## config.mk

```make
export PLATFORM = sky130hd
export DESIGN_NAME = mem_bus_arbiter
export DESIGN_NICKNAME = d
export VERILOG_FILES = /design/src/rtl/mem_bus_arbiter.sv
export SDC_FILE = /design/constraint.sdc
export NUM_CORES = 1
export LEC_CHECK = 0
export ABC_AREA = 1
export BUFFER_PORTS_ARGS = -buffer_cell sky130_fd_sc_hd__buf_4
export CORE_AREA = 5 5 105 107
export CTS_BUF_LIST = sky130_fd_sc_hd__clkbuf_4
export DETAILED_ROUTE_END_ITERATION = 8
export DIE_AREA = 0 0 110 112
export PLACE_DENSITY = 0.68
export SLEW_MARGIN = 20
export SYNTH_ARGS = -nofsm -noshare
export SYNTH_HDL_FRONTEND = slang
export SYNTH_SLANG_ARGS = --single-unit
```

## constraint.sdc

```tcl
create_clock -name clk -period 2.5 [get_ports clk]
set_input_delay 0.25 -clock clk [delete_from_list [all_inputs] [get_ports clk]]
set_output_delay 0.25 -clock clk [all_outputs]
set_load 0.02 [all_outputs]
```

## src/rtl/mem_bus_arbiter.sv

```systemverilog
// ---------------------------------------------------------------------------
// mem_bus_arbiter
//
// Shares one single-port, synchronous-read memory between an instruction
// fetch master (m0) and a load/store master (m1). Arbitration is decided
// combinationally in the accept cycle. The response returns exactly one
// cycle later on the owner's rvalid/rdata. A new grant can overlap the
// previous response, so the port sustains one access per cycle.
//
// The data port (m1) normally wins contested cycles. A starvation counter
// lets m0 win once it has lost STARVE_MAX contested cycles in a row.
//
// Ports:
//   clk, rst            clock, asynchronous active-low reset
//   m0_req_i/addr_i     fetch request, held until granted
//   m0_gnt_o            fetch accepted this cycle
//   m0_rvalid_o/rdata_o fetch response (one cycle after grant)
//   m1_req_i/we_i/addr_i/wdata_i/wstrb_i   data request, held until granted
//   m1_gnt_o            data request accepted this cycle
//   m1_rvalid_o/rdata_o read data / write acknowledge (rdata=0 for writes)
//   mem_req_o/we_o/addr_o/wdata_o/wstrb_o  memory access, driven by the winner
//   mem_rdata_i         memory read data, valid the cycle after mem_req_o
//   m0_starved_o        starvation counter is at STARVE_MAX
// ---------------------------------------------------------------------------
module mem_bus_arbiter #(
    parameter int ADDR_W     = 32,
    parameter int DATA_W     = 32,
    parameter int STARVE_MAX = 3
) (
    input  logic                clk,
    input  logic                rst,

    input  logic                m0_req_i,
    input  logic [ADDR_W-1:0]   m0_addr_i,
    output logic                m0_gnt_o,
    output logic                m0_rvalid_o,
    output logic [DATA_W-1:0]   m0_rdata_o,

    input  logic                m1_req_i,
    input  logic                m1_we_i,
    input  logic [ADDR_W-1:0]   m1_addr_i,
    input  logic [DATA_W-1:0]   m1_wdata_i,
    input  logic [DATA_W/8-1:0] m1_wstrb_i,
    output logic                m1_gnt_o,
    output logic                m1_rvalid_o,
    output logic [DATA_W-1:0]   m1_rdata_o,

    output logic                mem_req_o,
    output logic                mem_we_o,
    output logic [ADDR_W-1:0]   mem_addr_o,
    output logic [DATA_W-1:0]   mem_wdata_o,
    output logic [DATA_W/8-1:0] mem_wstrb_o,
    input  logic [DATA_W-1:0]   mem_rdata_i,

    output logic                m0_starved_o
);

    localparam int         STRB_W     = DATA_W / 8;
    localparam logic [3:0] STARVE_LIM = 4'(STARVE_MAX);

    typedef enum logic [1:0] {
        IDLE    = 2'd0,
        RESP_M0 = 2'd1,
        RESP_M1 = 2'd2
    } state_t;

    state_t     state_reg, state_next;
    logic       resp_we_reg, resp_we_next;   // the m1 access in flight is a write
    logic [3:0] starve_cnt_reg, starve_cnt_next;

    logic       contested;
    logic       gnt0;
    logic       gnt1;

    // -----------------------------------------------------------------------
    // State registers
    // -----------------------------------------------------------------------
    always_ff @(posedge clk or negedge rst) begin
        if (!rst) begin
            state_reg      <= IDLE;
            resp_we_reg    <= 1'b0;
            starve_cnt_reg <= 4'd0;
        end else begin
            state_reg      <= state_next;
            resp_we_reg    <= resp_we_next;
            starve_cnt_reg <= starve_cnt_next;
        end
    end

    // -----------------------------------------------------------------------
    // Arbitration and next state.
    // The grants here are not qualified by reset: the registers are held
    // clear while rst is low, and the externally visible grants are masked
    // separately below.
    // -----------------------------------------------------------------------
    always_comb begin
        contested       = m0_req_i & m1_req_i;
        gnt0            = 1'b0;
        gnt1            = 1'b0;
        state_next      = IDLE;
        resp_we_next    = 1'b0;
        starve_cnt_next = starve_cnt_reg;

        if (contested) begin
            if (starve_cnt_reg == STARVE_LIM) begin
                gnt0 = 1'b1;
            end else begin
                gnt1 = 1'b1;
            end
        end else if (m0_req_i) begin
            gnt0 = 1'b1;
        end else if (m1_req_i) begin
            gnt1 = 1'b1;
        end

        if (gnt0) begin
            state_next      = RESP_M0;
            starve_cnt_next = 4'd0;
        end else if (gnt1) begin
            state_next   = RESP_M1;
            resp_we_next = m1_we_i;
            // Only a contested loss counts against m0; saturate at the limit.
            if (contested && (starve_cnt_reg != STARVE_LIM)) begin
                starve_cnt_next = starve_cnt_reg + 4'd1;
            end
        end
    end

    // -----------------------------------------------------------------------
    // Grant and memory drive. Everything combinational is forced to zero
    // while reset is asserted so the memory never sees a stray access.
    // -----------------------------------------------------------------------
    assign m0_gnt_o  = rst & gnt0;
    assign m1_gnt_o  = rst & gnt1;
    assign mem_req_o = rst & (m0_req_i | m1_req_i);
    assign mem_we_o  = rst & gnt1 & m1_we_i;

    always_comb begin
        mem_addr_o  = '0;
        mem_wdata_o = '0;
        mem_wstrb_o = '0;
        if (rst) begin
            if (gnt1) begin
                mem_addr_o  = m1_addr_i;
                mem_wdata_o = m1_wdata_i;
                mem_wstrb_o = m1_wstrb_i[STRB_W-1:0];
            end else if (gnt0) begin
                mem_addr_o  = m0_addr_i;
            end
        end
    end

    // -----------------------------------------------------------------------
    // Response path: the owner sees mem_rdata_i, everybody else sees zero.
    // A write acknowledge carries zero data even though the memory output
    // is undefined for that cycle.
    // -----------------------------------------------------------------------
    assign m0_rvalid_o = (state_reg == RESP_M0);
    assign m1_rvalid_o = (state_reg == RESP_M1);
    assign m0_rdata_o  = m0_rvalid_o ? mem_rdata_i : '0;
    assign m1_rdata_o  = (m1_rvalid_o && !resp_we_reg) ? mem_rdata_i : '0;

    assign m0_starved_o = (starve_cnt_reg == STARVE_LIM);

endmodule

```

==> flow_summary.json <==
{
  "cts_sinks": 7,
  "dr_wl_met3_mm": 1.15,
  "min_path_cells": 3,
  "yosysTopAreaCellShare": 0.245,
  "fmax_mhz": 468,
  "synth_cell_types": 21,
  "start_util": 0.215,
  "worstPathRequired_ns": 2.25,
  "worstSkewPairLatency_ns": 0.25,
  "ir_drop_uv": 83.4,
  "drcViolationCount": 0,
  "largest_reg_flops": 4,
  "fin_crit_sh": 0.855,
  "p_leak_nw": 3.00,
  "synth_area_um2": 2160,
  "met2_length_mm": 5.19,
  "gp_congestion": 0.807,
  "period_needed_ns": 2.14,
  "htreeDepth": 1,
  "antenna_found_initial": 0,
  "pwr-share-comb": 0.761,
  "path_class": "in -> out",
  "die_height_um": 112,
  "worst_path_max_delay_cell": "dlygate4sd3_1",
  "p_int_uw": 560,
  "finalClockSkew_ns": 0.00189,
  "setup_viol": 0,
  "dp.final_hpwl_mm": 8.24,
  "setup_slack_ns": 0.361,
  "grt_usage": 0.144,
  "grt_pass1_wl_mm": 14.4,
  "top_layer": "met4",
  "worst-r2r-cell-count": 6,
  "portBuffers": 275,
  "ant_nets": 0,
  "layout.nets": 864,
  "hold_class": "in -> reg",
  "grt_overflow": 0,
  "critical_path_arrival_ns": 1.89,
  "cp_max_fo": 41,
  "ys_top_cells_by_count": "141 x inv_1, 121 x nor2_1, 75 x nand2_1, 33 x nand3_1, 32 x a21oi_1",
  "netlist_instances": 471,
  "startpoint_type": "input pin",
  "synth_warnings": 0,
  "whs_ns": 0.268,
  "ys_seq_area_frac": 0.0810,
  "synth_area_leader_cell": "inv_1",
  "cp_cell_sequence": "dlygate4sd3_1 -> buf_4 -> nand2_2 -> buf_4 -> nor2_1 -> buf_4",
  "drive_gt1_frac": 0.425,
  "boundaryPins": 276,
  "async_reset_ff_frac": 1.00,
  "cts.clk_slew.worst_paths_ns": 0.05,
  "numCtsBuffers": 3,
  "slew_headroom": 0.682,
  "grt_pass1_vias": 3003,
  "ys_top_cells_by_area": "inv_1 24%, nor2_1 21%, nand2_1 13%",
  "routedWlPerCell_um": 11.6,
  "coreArea_um2": 10000,
  "wl_met1_mm": 3.59,
  "tritoncts": "done",
  "synth_most_common_cell": "inv_1",
  "max_stage_delay_ns": 0.54,
  "drv_slew": 0,
  "routed_wl_mm": 10.0,
  "viasPerCell": 3.89,
  "tightest_slew_ns": 0.477,
  "worstSetupEndpointType": "primary output",
  "path_common_cell": "buf_4",
  "rsz0062_at_grt": "false",
  "die_w_um": 110,
  "rows": 37,
  "cap_violations": 0,
  "syn_avg_cell_area_um2": 4.59,
  "drt_iter0_drc": 217,
  "p_sw_uw": 470,
  "num_vias": 3346,
  "post-place-ws_ns": 0.647,
  "grt_max_degree": 65,
  "synth-edff-count": 0,
  "status": "finished clean",
  "die-area_um2": 12300,
  "clock-root-buffer": "clkbuf_4",
  "finalHoldViolations": 0,
  "syn_to_final_growth_pct": 98.6,
  "p_clk_frac": 0.112,
  "power.density_nw_per_um2": 240,
  "synth-main-ff-cell": "dfrtp_1",
  "cts_setup_buffers": 0,
  "antenna_cells": 0,
  "ys_ff_latch": 7,
  "drt_first_pass_iters": 4,
  "power_switching_share": 0.456,
  "syn_nets": 609,
  "seqPwrFrac": 0.127,
  "clockBufferDepth": 2,
  "timing.setup.tns_ns": 0,
  "num-fill-cells": 1063
}
## power groups by stage
stage | Clock (mW) | Combinational, mW | Sequential, mW
6_report | 0.116 | 0.784 | 0.131
5_1_grt | 0.129 | 0.857 | 0.132
4_1_cts | 0.120 | 0.793 | 0.131
3_5_place_dp | 0 | 0.790 | 0.133
3_3_place_gp | 0 | 0.788 | 0.132
2_1_floorplan | 0 | 0.414 | 0.131
## worst max-delay path, delay by kind of cell
family / cells / cell delay, ns
and+or+nand+nor: 2 / 0.21
buffers and inverters: 4 / 1.40
## layout make-up
cell class / instances / area (um^2) / share of cell area
sequential: 7 / 175 / 0.0408
timing repair buffer: 282 / 2130 / 0.496
multi-input combinational: 290 / 1260 / 0.292
tap: 136 / 170 / 0.0396
inverter: 142 / 533 / 0.124
clock buffer: 4 / 30.0 / 0.00699
## cell usage in the layout (no fill, tap or decap)
cell type,count
buf_4,280
inv_1,141
nor2_1,121
nand2_1,75
nand3_1,33
a21oi_1,32
nor2_2,19
dfrtp_1,7
clkbuf_4,4
nand2_2,2
xnor2_1,2
o21bai_1,1
nand3_2,1
inv_2,1
nor3_1,1
o21ai_0,1
o22ai_1,1
ha_1,1
dlygate4sd3_1,1
buf_12,1
## timing repair
item                                   CTS  global route
hold buffers                             1             0
endpoints found under the hold margin    7             0
gates resized for setup                  0             0
## through the flow
step	cells	utilization	area, um^2	total power [mW]
final	861	0.428	4300	1.03
after global routing	861	0.428	4300	1.12
after CTS	861	0.428	4300	1.04
after detailed placement	856	0.424	4260	0.922
after global placement	856	0.424	4260	0.920
after floorplan	471	-	2160	0.544
## kinds of logic (layout without fill, tap and decap cells)
logic type | after synthesis | count (layout) | synth area share
buffers and inverters | 174 | 428 | 0.338
adders and majority gates | 1 | 1 | 0.00578
xor gates and xnor gates | 2 | 2 | 0.00810
DFF | 7 | 7 | 0.0810
and+or+nand+nor | 252 | 252 | 0.484
AOI/OAI and AO/OA | 35 | 35 | 0.0827
## path summary, 6_finish.rpt
kind,slack (ns),start,endpoint
worst max-delay path,0.36,rst,mem_wdata_o[11]
worst min-delay path,0.27,m1_we_i,resp_we_reg
worst min register to register,0.53,starve_cnt_reg[1],starve_cnt_reg[1]
worst max register to register,1.17,starve_cnt_reg[0],starve_cnt_reg[3]
min in group asynchronous,0.50,rst,starve_cnt_reg[3]
max in group asynchronous,1.69,rst,resp_we_reg
## per-layer routing
layer / global-route usage / vias up
met2: 0.278 / 148
met4: 0.0283 / 0
met3: 0.0417 / 6
li1: - / 1822
met5: 0 / -
met1: 0.151 / 1370
No activity file was read; power rests on OpenSTA's default activity.
